==> config.mk <==
export PLATFORM = sky130hd
export DESIGN_NAME = generic_write_arbiter
export DESIGN_NICKNAME = d
export VERILOG_FILES = /design/src/rtl/generic_write_arbiter.sv
export SDC_FILE = /design/constraint.sdc
export NUM_CORES = 1
export LEC_CHECK = 0
export ABC_CLOCK_PERIOD_IN_PS = 2700
export BUFFER_PORTS_ARGS = -buffer_cell sky130_fd_sc_hd__buf_2
export CAP_MARGIN = 15
export CELL_PAD_IN_SITES_DETAIL_PLACEMENT = 0
export CELL_PAD_IN_SITES_GLOBAL_PLACEMENT = 1
export CORE_MARGIN = 2
export CORE_UTILIZATION = 34
export CTS_BUF_LIST = sky130_fd_sc_hd__clkbuf_4
export DETAILED_ROUTE_END_ITERATION = 6
export GPL_ROUTABILITY_DRIVEN = 1
export PLACE_DENSITY = 0.9
export SYNTH_ARGS = -nofsm -noshare
export SYNTH_HDL_FRONTEND = slang
export SYNTH_SLANG_ARGS = --single-unit
==> constraint.sdc <==
create_clock -name clock -period 2.7 [get_ports clock]
set_clock_uncertainty 0.1 [all_clocks]
set_input_delay 0.405 -clock clock [delete_from_list [all_inputs] [get_ports clock]]
set_output_delay 0.405 -clock clock [all_outputs]
set_load 0.05 [all_outputs]
==> src/rtl/generic_write_arbiter.sv <==
// Round-robin arbiter funnelling N byte-addressed write requesters onto one
// byte-strobed memory write port; misaligned or oversize requests are rejected.
module generic_write_arbiter #(
  parameter  int WIDTH    = 32,
  parameter  int DEPTH    = 1024,
  parameter  int CHANNELS = 2,
  localparam int ADDR_W   = $clog2(DEPTH),
  localparam int BYTES    = WIDTH / 8,
  localparam int SHIFT    = $clog2(BYTES),
  localparam int OFF_W    = (SHIFT > 0) ? SHIFT : 1,
  localparam int MAX_SIZE = SHIFT,
  localparam int PTR_W    = (CHANNELS > 1) ? $clog2(CHANNELS) : 1
) (
  input  logic                         clock,
  input  logic                         reset,
  input  logic [CHANNELS-1:0]          ch_write_valid,
  input  logic [CHANNELS*ADDR_W-1:0]   ch_write_address,
  input  logic [CHANNELS*WIDTH-1:0]    ch_write_data,
  input  logic [CHANNELS*2-1:0]        ch_write_size,
  output logic [CHANNELS-1:0]          ch_write_ready,
  output logic [CHANNELS-1:0]          ch_write_response,
  output logic [CHANNELS-1:0]          ch_write_error,
  output logic                         mem_write_valid,
  output logic [ADDR_W-SHIFT-1:0]      mem_write_address,
  output logic [WIDTH-1:0]             mem_write_data,
  output logic [BYTES-1:0]             mem_write_strobe,
  input  logic                         mem_write_ready
);

  typedef enum logic [1:0] {IDLE, ISSUE, RESP} state_t;

  state_t                  r_state;
  state_t                  w_state_next;
  logic [PTR_W-1:0]        r_rr;
  logic [PTR_W-1:0]        r_gnt;
  logic [ADDR_W-SHIFT-1:0] r_word;
  logic [OFF_W-1:0]        r_off;
  logic [1:0]              r_size;
  logic [WIDTH-1:0]        r_data;
  logic                    r_illegal;

  logic [ADDR_W-1:0]       w_addr_arr [CHANNELS];
  logic [WIDTH-1:0]        w_data_arr [CHANNELS];
  logic [1:0]              w_size_arr [CHANNELS];

  generate
    for (genvar gi = 0; gi < CHANNELS; gi++) begin : g_unpack
      assign w_addr_arr[gi] = ch_write_address[gi*ADDR_W +: ADDR_W];
      assign w_data_arr[gi] = ch_write_data[gi*WIDTH +: WIDTH];
      assign w_size_arr[gi] = ch_write_size[gi*2 +: 2];
    end
  endgenerate

  // Two-pass priority: lowest valid channel at or above the pointer, else lowest overall.
  logic             w_any;
  logic             w_hi_found;
  logic [PTR_W-1:0] w_hi;
  logic [PTR_W-1:0] w_low;
  logic [PTR_W-1:0] w_gnt;

  always_comb begin
    w_any      = 1'b0;
    w_hi_found = 1'b0;
    w_hi       = '0;
    w_low      = '0;
    for (int c = CHANNELS - 1; c >= 0; c--) begin
      if (ch_write_valid[c]) begin
        w_any = 1'b1;
        w_low = PTR_W'(c);
        if (c >= int'(r_rr)) begin
          w_hi_found = 1'b1;
          w_hi       = PTR_W'(c);
        end
      end
    end
    w_gnt = w_hi_found ? w_hi : w_low;
  end

  logic [ADDR_W-1:0] w_sel_addr;
  logic [1:0]        w_sel_size;
  logic [OFF_W-1:0]  w_sel_off;
  logic [3:0]        w_align_mask;
  logic              w_sel_legal;
  logic              w_accept;

  assign w_sel_addr = w_addr_arr[w_gnt];
  assign w_sel_size = w_size_arr[w_gnt];

  generate
    if (SHIFT > 0) begin : g_off
      assign w_sel_off = w_sel_addr[SHIFT-1:0];
    end else begin : g_no_off
      assign w_sel_off = '0;
    end
  endgenerate

  assign w_align_mask = (4'd1 << w_sel_size) - 4'd1;
  assign w_sel_legal  = (int'(w_sel_size) <= MAX_SIZE) &&
                        ((4'(w_sel_off) & w_align_mask) == 4'd0);
  assign w_accept     = (r_state == IDLE) && w_any;

  always_comb begin
    w_state_next = r_state;
    case (r_state)
      IDLE:    if (w_any) w_state_next = w_sel_legal ? ISSUE : RESP;
      ISSUE:   if (mem_write_ready) w_state_next = RESP;
      RESP:    w_state_next = IDLE;
      default: w_state_next = IDLE;
    endcase
  end

  always_ff @(posedge clock or posedge reset) begin
    if (reset) r_state <= IDLE;
    else       r_state <= w_state_next;
  end

  always_ff @(posedge clock or posedge reset) begin
    if (reset) begin
      r_rr      <= '0;
      r_gnt     <= '0;
      r_word    <= '0;
      r_off     <= '0;
      r_size    <= '0;
      r_data    <= '0;
      r_illegal <= 1'b0;
    end else if (w_accept) begin
      r_rr      <= (w_gnt == PTR_W'(CHANNELS - 1)) ? '0 : w_gnt + 1'b1;
      r_gnt     <= w_gnt;
      r_word    <= w_sel_addr[ADDR_W-1:SHIFT];
      r_off     <= w_sel_off;
      r_size    <= w_sel_size;
      r_data    <= w_data_arr[w_gnt];
      r_illegal <= !w_sel_legal;
    end
  end

  // Lanes covered by the access before shifting to the byte offset.
  logic [BYTES-1:0] w_lane_mask;
  logic [WIDTH-1:0] w_data_mask;

  always_comb begin
    w_lane_mask = '0;
    for (int b = 0; b < BYTES; b++) begin
      w_lane_mask[b] = (b < (int'(1) << r_size));
    end
  end

  generate
    for (genvar gi = 0; gi < BYTES; gi++) begin : g_dmask
      assign w_data_mask[gi*8 +: 8] = {8{w_lane_mask[gi]}};
    end
  endgenerate

  logic                w_issue;
  logic [CHANNELS-1:0] w_gnt_onehot;
  logic [CHANNELS-1:0] w_rsp_onehot;

  assign w_issue      = (r_state == ISSUE);
  assign w_gnt_onehot = CHANNELS'(1) << w_gnt;
  assign w_rsp_onehot = CHANNELS'(1) << r_gnt;

  assign ch_write_ready    = (w_accept && !reset) ? w_gnt_onehot : '0;
  assign ch_write_response = (r_state == RESP) ? w_rsp_onehot : '0;
  assign ch_write_error    = (r_state == RESP && r_illegal) ? w_rsp_onehot : '0;

  assign mem_write_valid   = w_issue;
  assign mem_write_address = w_issue ? r_word : '0;
  assign mem_write_data    = w_issue ? ((r_data & w_data_mask) << {r_off, 3'b000}) : '0;
  assign mem_write_strobe  = w_issue ? (w_lane_mask << r_off) : '0;

endmodule

==> results.md, run 1 <==
- CP endpoint kind: primary output
- # Max-Cap Violations: 0
- First DRT Iteration DRCs: 363
- ANT cells: 0
- Max-slew violation count: 0
- Vias in the first global route: 2757
- Post-synthesis sequential element count: 49
- Initial antenna violation count: 0
- Fraction of layout cells with a size suffix above 1: 36.8%
- Mean Syn Cell Area: 8.92 sq um
- Crit path max-delay family: buffers and inverters
- Synth area leader: dfrtp_1
- Worst path slowest cell: dfrtp_1
- Post-Syn Area: 2890 sq um
- Final HPWL DP: 7010 um
- CP Cell Sequence: buf_4, and2_1, a221oi_1, a211oi_1, buf_2
- Worst EP arrival: 2.12 ns
- Worst skew pair latency: 0.37 ns
- Setup TNS: 0 ns
- WL final: 9060 um
- First-pass GRT wire length: 13900 um
- Buf/Inv on CP: 2
- Ys Warns: 0
- Mapped Cells: 324
- Slew headroom: 57.9%
- Initial core utilization: 35.2%
- Routability-driven placement congestion ratio: 0.904
- Top post-synthesis cells by area: dfrtp_1, a222oi_1, inv_1
- DR WL/cell: 16.2 um
- HP Start: ch_write_data[1]
- Fin nets: 548
- Post-synth top area share: 42.4%
- Placed Cells: 552
- Area grow syn2layout: 31.2%
- Remaining Overflow, GRT: 0
- Row cnt: 33
- Die H: 96.2 um
- Syn_nets: 417
- Worst Setup SP: r_off[0]
- RSZ-0062 raised after global routing: false
- Chip width: 96.2 um
- DR vias: 3024
- Max IR drop VDD: 0.413 mV
- Clock Path Buffers: 2
- RR Startpoint: r_state[0]
- Die ar.: 9260 sq um
- DRC violations left: 8
- Final Hold Fails: 0
- Final period utilization: 97.2%
- GRT Resource Usage Total: 19.6%
- I/O pins: 144
- Max H-tree Level: 2
- Worst-path clk slew: 0.16 ns
- Worst slew pin tran: 0.629 ns
- Antenna viol nets, final: 0
- Critical Path Fanout Max: 16
- DR pass1 iterations: 7
- Slowest stage delay, CP: 0.42 ns
- CTS tree: done
- Violated checks: design-rule violations
- Startpoint types: flip-flop
- Peak Freq: 381 MHz
- Post-synth cell types: 31
- Setup CP Type: reg -> out
- Final Critical Period: 2.62 ns
- CTS sink count: 49
- Final Setup Violations: 0
- Status: finished with violations
- Final hold slack: 0.132 ns
- Fin cells: 561
- CP required: 2.19 ns
- I/O Buffers: 143
- Post-synthesis sequential area ratio: 42.4%
- Leakage power: 2.05 nW
- Vias/cell: 5.39
- Core Area: 8220 sq um
- Hold Crit Class: in -> reg
- Cts bufs inserted: 5
- Pin count of the biggest net entering global routing: 49
- Root Buffer: clkbuf_4
- Power Dens Cells: 1220 nW/um^2
[placed cells by master, fill, tap and decap left out, types with 9 or more instances in the layout]
master and instances:
a21oi_1 9, a222oi_1 40, and2_1 21, buf_2 142
buf_4 11, dfrtp_1 49, inv_1 43, mux2i_1 12
nand2_1 14, nand2b_1 10, nor2_1 25, o21ai_0 23
[stage by stage]
step | worst slack (ns) | total power [mW] | utilization (%) | cell area [sq um]
6_report | 0.0764 | 4.63 | 46.2 | 3790
5_1_grt | 0.00444 | 4.97 | 46.2 | 3790
4_1_cts | 0.0438 | 4.61 | 46.0 | 3780
3_5_place_dp | 0.362 | 4.26 | 45.1 | 3700
3_3_place_gp | 0.460 | 4.22 | 45.1 | 3700
2_1_floorplan | 0.0142 | 3.50 | - | 2890
[routing by layer]
| layer | GRT usage, % | routed length (um) | vias up |
|---|---|---|---|
| li1 | - | - | 1441 |
| met1 | 27.3 | 4060 | 1431 |
| met2 | 31.3 | 4240 | 139 |
| met3 | 3.52 | 639 | 13 |
| met4 | 5.36 | 123 | 0 |
| met5 | 0 | 0 | - |
[synthesized netlist by cell type]
| master | n |
|---|---|
| a211oi_1 | 8 |
| a21o_1 | 1 |
| a21oi_1 | 9 |
| a221o_1 | 1 |
| a221oi_1 | 6 |
| a222oi_1 | 40 |
| a22o_1 | 1 |
| a32oi_1 | 2 |
| and2_1 | 21 |
| and3_1 | 2 |
| and3b_1 | 1 |
| buf_1 | 1 |
| buf_2 | 11 |
| buf_6 | 2 |
| clkbuf_1 | 18 |
| dfrtp_1 | 49 |
| inv_1 | 44 |
| mux2i_1 | 12 |
| nand2_1 | 14 |
| nand2b_1 | 10 |
| nand3b_1 | 2 |
| nor2_1 | 26 |
| nor2b_1 | 9 |
| nor3_1 | 1 |
| nor3b_1 | 1 |
| o21a_1 | 5 |
| o21ai_0 | 23 |
| o21ai_1 | 1 |
| o311ai_0 | 1 |
| o31ai_1 | 1 |
| or2_1 | 1 |
[final timing paths]
check	end	slack (ns)	cells after the start
worst max-delay path	mem_write_data[21]	0.08	5
worst min-delay path	r_data[1]	0.13	3
worst max register to register	r_data[2]	0.83	5
worst min register to register	r_word[5]	0.42	2
max in group asynchronous	r_data[8]	1.39	4
min in group asynchronous	r_data[31]	0.34	3
[final cells by class]
cell class | count | area (sq um)
Clock buffer | 6 | 45.0
Clock inverter | 2 | 15.0
Fill cell | 823 | 4420
Inverter | 44 | 165
Multi-Input combinational cell | 199 | 1380
Sequential cell | 49 | 1230
Tap cell | 105 | 131
Timing Repair Buffer | 156 | 831
[power by group]
group	switching (mW)	total (mW)	internal (mW)
Combinational	1.84	2.82	0.980
Clock	0.235	0.347	0.112
Sequential	0.371	1.46	1.09
[what timing repair did]
action                                  4_1_cts  5_1_grt
endpoints found under the hold margin         1        0
hold buffers                                  1        0
endpoints found under the setup margin        8       16
setup buffers                                 0        0
gates resized for setup                       1        4
gates cloned                                  0        0
[tightest hold or removal path: stages]
cell and delay [ns]:
buf_2 0.08, a222oi_1 0.05, inv_1 0.05
[cells by family (layout without fill, tap and decap cells)]
group           after synthesis  after routing  share of synthesized area, %
buf+inv                      76            208                          10.9
flops                        49             49                          42.4
compound gates               99             99                          26.8
simple gates                 88             88                          15.8
mux                          12             12                          4.15
[flip-flops by register name (all words and copies together) (netlist names)]
register   count
r_rr           1
r_word         8
r_off          2
r_size         2
r_illegal      1
r_gnt          1
r_data        32
r_state        2
No activity file was read; power rests on OpenSTA's default activity.
==> run 2, diff against run 1 <==
--- a/config.mk
+++ b/config.mk
@@ -15,7 +15,7 @@
 export CTS_BUF_LIST = sky130_fd_sc_hd__clkbuf_4
 export DETAILED_ROUTE_END_ITERATION = 6
 export GPL_ROUTABILITY_DRIVEN = 1
-export PLACE_DENSITY = 0.9
+export PLACE_DENSITY_LB_ADDON = 0.1
 export SYNTH_ARGS = -nofsm -noshare
 export SYNTH_HDL_FRONTEND = slang
 export SYNTH_SLANG_ARGS = --single-unit
==> run 2 against run 1 <==
  * The flow now finishes without violations
  * Sequential power is essentially flat
  * Register-to-register slack lost 0.08 ns
  * Clock-buffer cell count shrank 1
  * Cell count grew 0.18%
  * Total power shrank 0.24%
  * Die area is the same
  * Critical path depth is the same
  * First-iteration DRC count shrank 38%
  * Utilization shrank 0.21 points
  * Hold slack lost 0.040 ns
  * Clock power shrank 3%
  * Global-route usage grew 1.2 points
  * Critical path type unchanged
  * Critical endpoint is now mem_write_data[20]
==> results.md, run 2 (synthesized netlist as in run 1, its figures left out) <==
- Status: complete, no violations (was finished with violations)
- Chip width: 96.2 um (unchanged)
- Area grow syn2layout: 30.5% (was 31.2%)
- Critical Path Fanout Max: 9 (was 16)
- Max-slew violation count: 0 (unchanged)
- Antenna viol nets, final: 0 (unchanged)
- Pre-CTS setup slack: 0.430 ns (was 0.362 ns)
- Worst path slowest cell: dfrtp_1 (unchanged)
- Cts bufs inserted: 5 (unchanged)
- CP required: 2.19 ns (about the same)
- Startpoint types: flip-flop (unchanged)
- Row cnt: 33 (unchanged)
- Root Buffer: clkbuf_4 (unchanged)
- Grt peak-use layer: met2 (unchanged)
- WL final: 9490 um (was 9060 um)
- Final Hold Fails: 0 (unchanged)
- Initial core utilization: 35.2% (unchanged)
- Routing usage on met3: 5.17% (was 3.52%)
- Fin worst setup slack: 0.0651 ns (was 0.0764 ns)
- Final Setup Violations: 0 (unchanged)
- Top reg by flops: r_data (unchanged)
- DRC violations left: 0 (was 8)
- Post_cts resized: 1 (unchanged)
- CTS sink count: 49 (unchanged)
- Final period utilization: 97.6% (was 97.2%)
- First-pass GRT wire length: 14400 um (was 13900 um)
- Final hold slack: 0.0915 ns (was 0.132 ns)
- Post-CTS Setup Bufs: 0 (unchanged)
- Crit path max-delay family: simple AND/OR/NAND/NOR gates (was buffers and inverters)
- Setup CP Type: reg -> out (unchanged)
- Largest regs: r_data (32), r_word (8) (unchanged)
- Die H: 96.2 um (unchanged)
- Slew headroom: 48.7% (was 57.9%)
- GRT Resource Usage Total: 20.8% (was 19.6%)
- Worst skew pair latency: 0.37 ns (about the same)
- Die ar.: 9260 sq um (unchanged)
- Power Total: 4.62 mW (was 4.63 mW)
- Pin count of the biggest net entering global routing: 50 (was 49)
- Max IR drop VDD: 0.434 mV (was 0.413 mV)
- First DRT Iteration DRCs: 226 (was 363)
- Worst EP arrival: 2.13 ns (was 2.12 ns)
- RSZ-0062 raised after global routing: true (was false)
- DR WL/cell: 16.9 um (was 16.2 um)
- I/O Buffers: 143 (unchanged)
- ANT cells: 0 (unchanged)
- Global routing usage on met2: 32.1% (was 31.3%)
- CP Cell Sequence: or2_1, and2_1, a221oi_1, a211oi_1, clkbuf_4 (was buf_4, and2_1, a221oi_1, a211oi_1, buf_2)
- Area of the multi-input gates: 1370 sq um (was 1380 sq um)
- Most common cell after layout, fill and taps aside: buf_2 (unchanged)
- Remaining Overflow, GRT: 0 (unchanged)
- Max H-tree Level: 2 (unchanged)
- Final Critical Period: 2.63 ns (was 2.62 ns)
- Fin nets: 549 (was 548)
- Peak Freq: 380 MHz (was 381 MHz)
- DP Area: 3710 sq um (was 3700 sq um)
- Power Dens Cells: 1220 nW/um^2 (about the same)
- Final HPWL DP: 7260 um (was 7010 um)
- DR vias: 2958 (was 3024)
- Met1 Use GR: 28.8% (was 27.3%)
- Vias in the first global route: 2731 (was 2757)
- Leakage power: 2.06 nW (was 2.05 nW)
- # Max-Cap Violations: 0 (unchanged)
- Fill cells: 861 (was 823)
- DR pass1 iterations: 5 (was 7)
- Fraction of layout cells with a size suffix above 1: 37.0% (was 36.8%)
- Clock Path Buffers: 2 (unchanged)
- Hold buffers post-CTS: 0 (was 1)
- Most frequent cells in the layout: buf_2, dfrtp_1, inv_1 (unchanged)
- Routability-driven placement congestion ratio: 0.842 (was 0.904)
- Initial antenna violation count: 0 (unchanged)
- Final Instance Area: 3770 sq um (was 3790 sq um)
- Worst slew pin tran: 0.767 ns (was 0.629 ns)
- Vias/cell: 5.26 (was 5.39)
- Worst-path clk slew: 0.15 ns (was 0.16 ns)
- I/O pins: 144 (unchanged)
- CP endpoint kind: primary output (unchanged)
- Core Area: 8220 sq um (unchanged)
- Hold Crit Class: in -> async (was in -> reg)
- Buf/Inv on CP: 1 (was 2)
- Slowest stage delay, CP: 0.48 ns (was 0.42 ns)
- Sequential Area: 1230 sq um (unchanged)
- Max FFs per register: 32 (unchanged)
- CTS tree: done (unchanged)
- Fin util: 45.9% (was 46.2%)
## run 2: worst paths after layout
| path | startpoint | to | slack [ns] | cells past startpoint |
|---|---|---|---|---|
| min reg2reg | r_word[6] | r_word[6] | 0.42 | 2 |
| max | r_size[1] | mem_write_data[20] | 0.07 | 5 |
| min | reset | r_size[0] | 0.09 | 3 |
| min in group clock | mem_write_ready | r_state[0] | 0.12 | 2 |
| max reg2reg | r_state[0] | r_data[24] | 0.75 | 5 |
| max in group asynchronous | reset | r_data[13] | 2.00 | 3 |
## run 2: area by class of cell
| type | instances | share of cell area (%) |
|---|---|---|
| repair buffers | 157 | 21.9 |
| inverters | 44 | 4.38 |
| clock inverters | 3 | 0.464 |
| clock buffers | 5 | 0.994 |
| flip-flops and latches | 49 | 32.5 |
| multi-input cells | 199 | 36.3 |
| well taps | 105 | 3.48 |
## run 2: metrics by stage
step           TNS, ns  cells
2_1_floorplan        0    324
3_3_place_gp         0    554
3_5_place_dp         0    554
4_1_cts              0    562
5_1_grt        -0.0300    562
6_report             0    562
## run 2: worst min-delay path, delay by kind of cell
kind                   cells  cell delay, ns
buffers and inverters      3            0.66
## run 2: layer usage
layer,up-vias,wire (um)
li1,1442,-
met1,1393,4300
met2,112,4350
met3,11,702
met4,0,146
met5,-,0
## run 2: where the power goes
group | switching (mW) | internal, mW | total [mW]
Sequential | 0.374 | 1.09 | 1.47
Clock | 0.238 | 0.0986 | 0.337
Combinational | 1.84 | 0.975 | 2.81
Total | 2.45 | 2.17 | 4.62
==> run 3, diff against run 2 <==
--- a/config.mk
+++ b/config.mk
@@ -11,8 +11,7 @@
 export CELL_PAD_IN_SITES_DETAIL_PLACEMENT = 0
 export CELL_PAD_IN_SITES_GLOBAL_PLACEMENT = 1
 export CORE_MARGIN = 2
-export CORE_UTILIZATION = 34
-export CTS_BUF_LIST = sky130_fd_sc_hd__clkbuf_4
+export CORE_UTILIZATION = 33
 export DETAILED_ROUTE_END_ITERATION = 6
 export GPL_ROUTABILITY_DRIVEN = 1
 export PLACE_DENSITY_LB_ADDON = 0.1
==> run 3 against run 2 <==
  * Clock-buffer cell count grew 1
  * Design area grew 1.6%
  * Total power grew 4.0%
  * The run now ends with design-rule violations left
  * Die area grew 2.9%
  * Global-route usage shrank 1.0 points
  * Clock power grew 65%
  * Utilization shrank 1.3 points
  * Critical path depth is the same
  * Cell count grew 0.53%
  * Register-to-register slack gained 0.09 ns
==> results.md, run 3 (synthesized netlist as in run 1, its figures left out) <==
- Largest regs: r_data (32), r_word (8) (unchanged)
- Worst EP arrival: 1.98 ns (was 2.13 ns)
- Startpoint types: flip-flop (unchanged)
- Root Buffer: clkbuf_8 (was clkbuf_4)
- CP Cell Sequence: or2_1, and2_1, a221oi_1, a211oi_1, buf_2 (was or2_1, and2_1, a221oi_1, a211oi_1, clkbuf_4)
- Initial antenna violation count: 0 (unchanged)
- Critical Path Fanout Max: 8 (was 9)
- Top reg by flops: r_data (unchanged)
- Area grow syn2layout: 32.6% (was 30.5%)
- Final Hold Fails: 0 (unchanged)
- I/O pins: 144 (unchanged)
- RSZ-0062 raised after global routing: false (was true)
- First-pass GRT wire length: 15300 um (was 14400 um)
- Chip width: 97.6 um (was 96.2 um)
- Max IR drop VDD: 0.385 mV (was 0.434 mV)
- Max H-tree Level: 2 (unchanged)
- Pin count of the biggest net entering global routing: 50 (unchanged)
- Max FFs per register: 32 (unchanged)
- Area of the multi-input gates: 1370 sq um (about the same)
- Antenna viol nets, final: 0 (unchanged)
- Initial core utilization: 33.6% (was 35.2%)
- Final hold slack: 0.199 ns (was 0.0915 ns)
- Remaining Overflow, GRT: 0 (unchanged)
- Post-CTS Setup Bufs: 0 (unchanged)
- CTS sink count: 49 (unchanged)
- DRC violations left: 13 (was 0)
- Peak Freq: 402 MHz (was 380 MHz)
- Setup TNS: 0 ns (unchanged)
- Most frequent cells in the layout: buf_2, dfrtp_1, inv_1 (unchanged)
- Slew headroom: 62.9% (was 48.7%)
- Vias in the first global route: 2916 (was 2731)
- Cts bufs inserted: 5 (unchanged)
- Worst path slowest cell: dfrtp_1 (unchanged)
- Final period utilization: 92.2% (was 97.6%)
- Fin worst setup slack: 0.210 ns (was 0.0651 ns)
- Row cnt: 34 (was 33)
- Die H: 97.6 um (was 96.2 um)
- Power Dens Cells: 1250 nW/um^2 (was 1220 nW/um^2)
- DR vias: 2953 (was 2958)
- Clock Path Buffers: 2 (unchanged)
- Buf/Inv on CP: 1 (unchanged)
- Final Setup Violations: 0 (unchanged)
- # Max-Cap Violations: 0 (unchanged)
- Final HPWL DP: 7210 um (was 7260 um)
- Max-slew violation count: 0 (unchanged)
- CP required: 2.19 ns (about the same)
- Final Critical Period: 2.49 ns (was 2.63 ns)
- Die ar.: 9530 sq um (was 9260 sq um)
- Violated checks: design-rule violations
- Sequential Area: 1230 sq um (unchanged)
- DR WL/cell: 16.7 um (was 16.9 um)
- Worst-path clk slew: 0.10 ns (was 0.15 ns)
- Slowest stage delay, CP: 0.45 ns (was 0.48 ns)
- Status: finished with violations (was complete, no violations)
- Fill cells: 896 (was 861)
- Routability-driven placement congestion ratio: 0.803 (was 0.842)
- Fin nets: 549 (unchanged)
- First DRT Iteration DRCs: 275 (was 226)
- GRT Resource Usage Total: 19.8% (was 20.8%)
- Fin util: 44.6% (was 45.9%)
- DR pass1 iterations: 7 (was 5)
- ANT cells: 0 (unchanged)
- Most common cell after layout, fill and taps aside: buf_2 (unchanged)
- Core Area: 8590 sq um (was 8220 sq um)
- Worst slew pin tran: 0.555 ns (was 0.767 ns)
- Worst skew pair latency: 0.31 ns (was 0.37 ns)
- WL final: 9460 um (was 9490 um)
- Fraction of layout cells with a size suffix above 1: 36.5% (was 37.0%)
- Pre-CTS setup slack: 0.464 ns (was 0.430 ns)
- CTS tree: done (unchanged)
- Vias/cell: 5.23 (was 5.26)
- Setup CP Type: reg -> out (unchanged)
- CP endpoint kind: primary output (unchanged)
- R2r setup slk: 0.84 ns (was 0.75 ns)
- Crit path max-delay family: simple AND/OR/NAND/NOR gates (unchanged)
- Leakage power: 2.08 nW (was 2.06 nW)
- Hold Crit Class: in -> reg (was in -> async)
- I/O Buffers: 143 (unchanged)
run 3: cell type report:
class	instances	area share (%)
Clock buffer	6	2.15
Timing Repair Buffer	157	21.5
Inverter	44	4.31
Sequential cell	49	32.0
Multi-Input combinational cell	199	35.6
Tap cell	108	3.52
Clock inverter	2	0.979
run 3: final timing paths:
check	from	end	depth (start not counted)
max	r_size[1]	mem_write_data[22]	5
min	ch_write_address[4]	r_word[2]	3
max reg2reg	r_state[0]	r_data[23]	5
min reg2reg	r_gnt	r_gnt	1
max in group asynchronous	reset	r_data[11]	4
min in group asynchronous	reset	r_word[3]	3
run 3: stage by stage:
step / power [mW] / area, sq um / cells
6_report: 4.80 / 3830 / 565
5_1_grt: 5.17 / 3830 / 565
3_5_place_dp: 4.27 / 3700 / 556
3_3_place_gp: 4.24 / 3700 / 556
2_1_floorplan: 3.50 / 2890 / 324
4_1_cts: 4.83 / 3830 / 565
run 3: worst reg2reg max path, delay by kind of cell (launching register included):
family | cells | cell delay (ns)
AO/OA/AOI/OAI | 2 | 0.53
buffers and inverters | 2 | 0.37
AND/OR/NAND/NOR | 1 | 0.32
flip-flops | 1 | 0.42
run 3: power by group:
part           internal, mW  leakage (nW)  switching, mW
combinational         0.950          1.42           1.84
sequential             1.10         0.602          0.357
clock                 0.301        0.0574          0.254
total                  2.35          2.08           2.45
run 3: repair_timing:
action                     4_1_cts  5_1_grt
gates resized for setup          0        1
hold endpoints to repair         8        0
hold buffers                     1        0
setup endpoints to repair        0        2
run 3: layer usage:
metal	GRT usage [%]	vias to the layer above	share of wire [%]
met2	31.5	108	47
met5	0	-	0
met3	4.46	10	6.7
met1	27.5	1396	45
met4	4.91	0	1.2
li1	-	1439	-
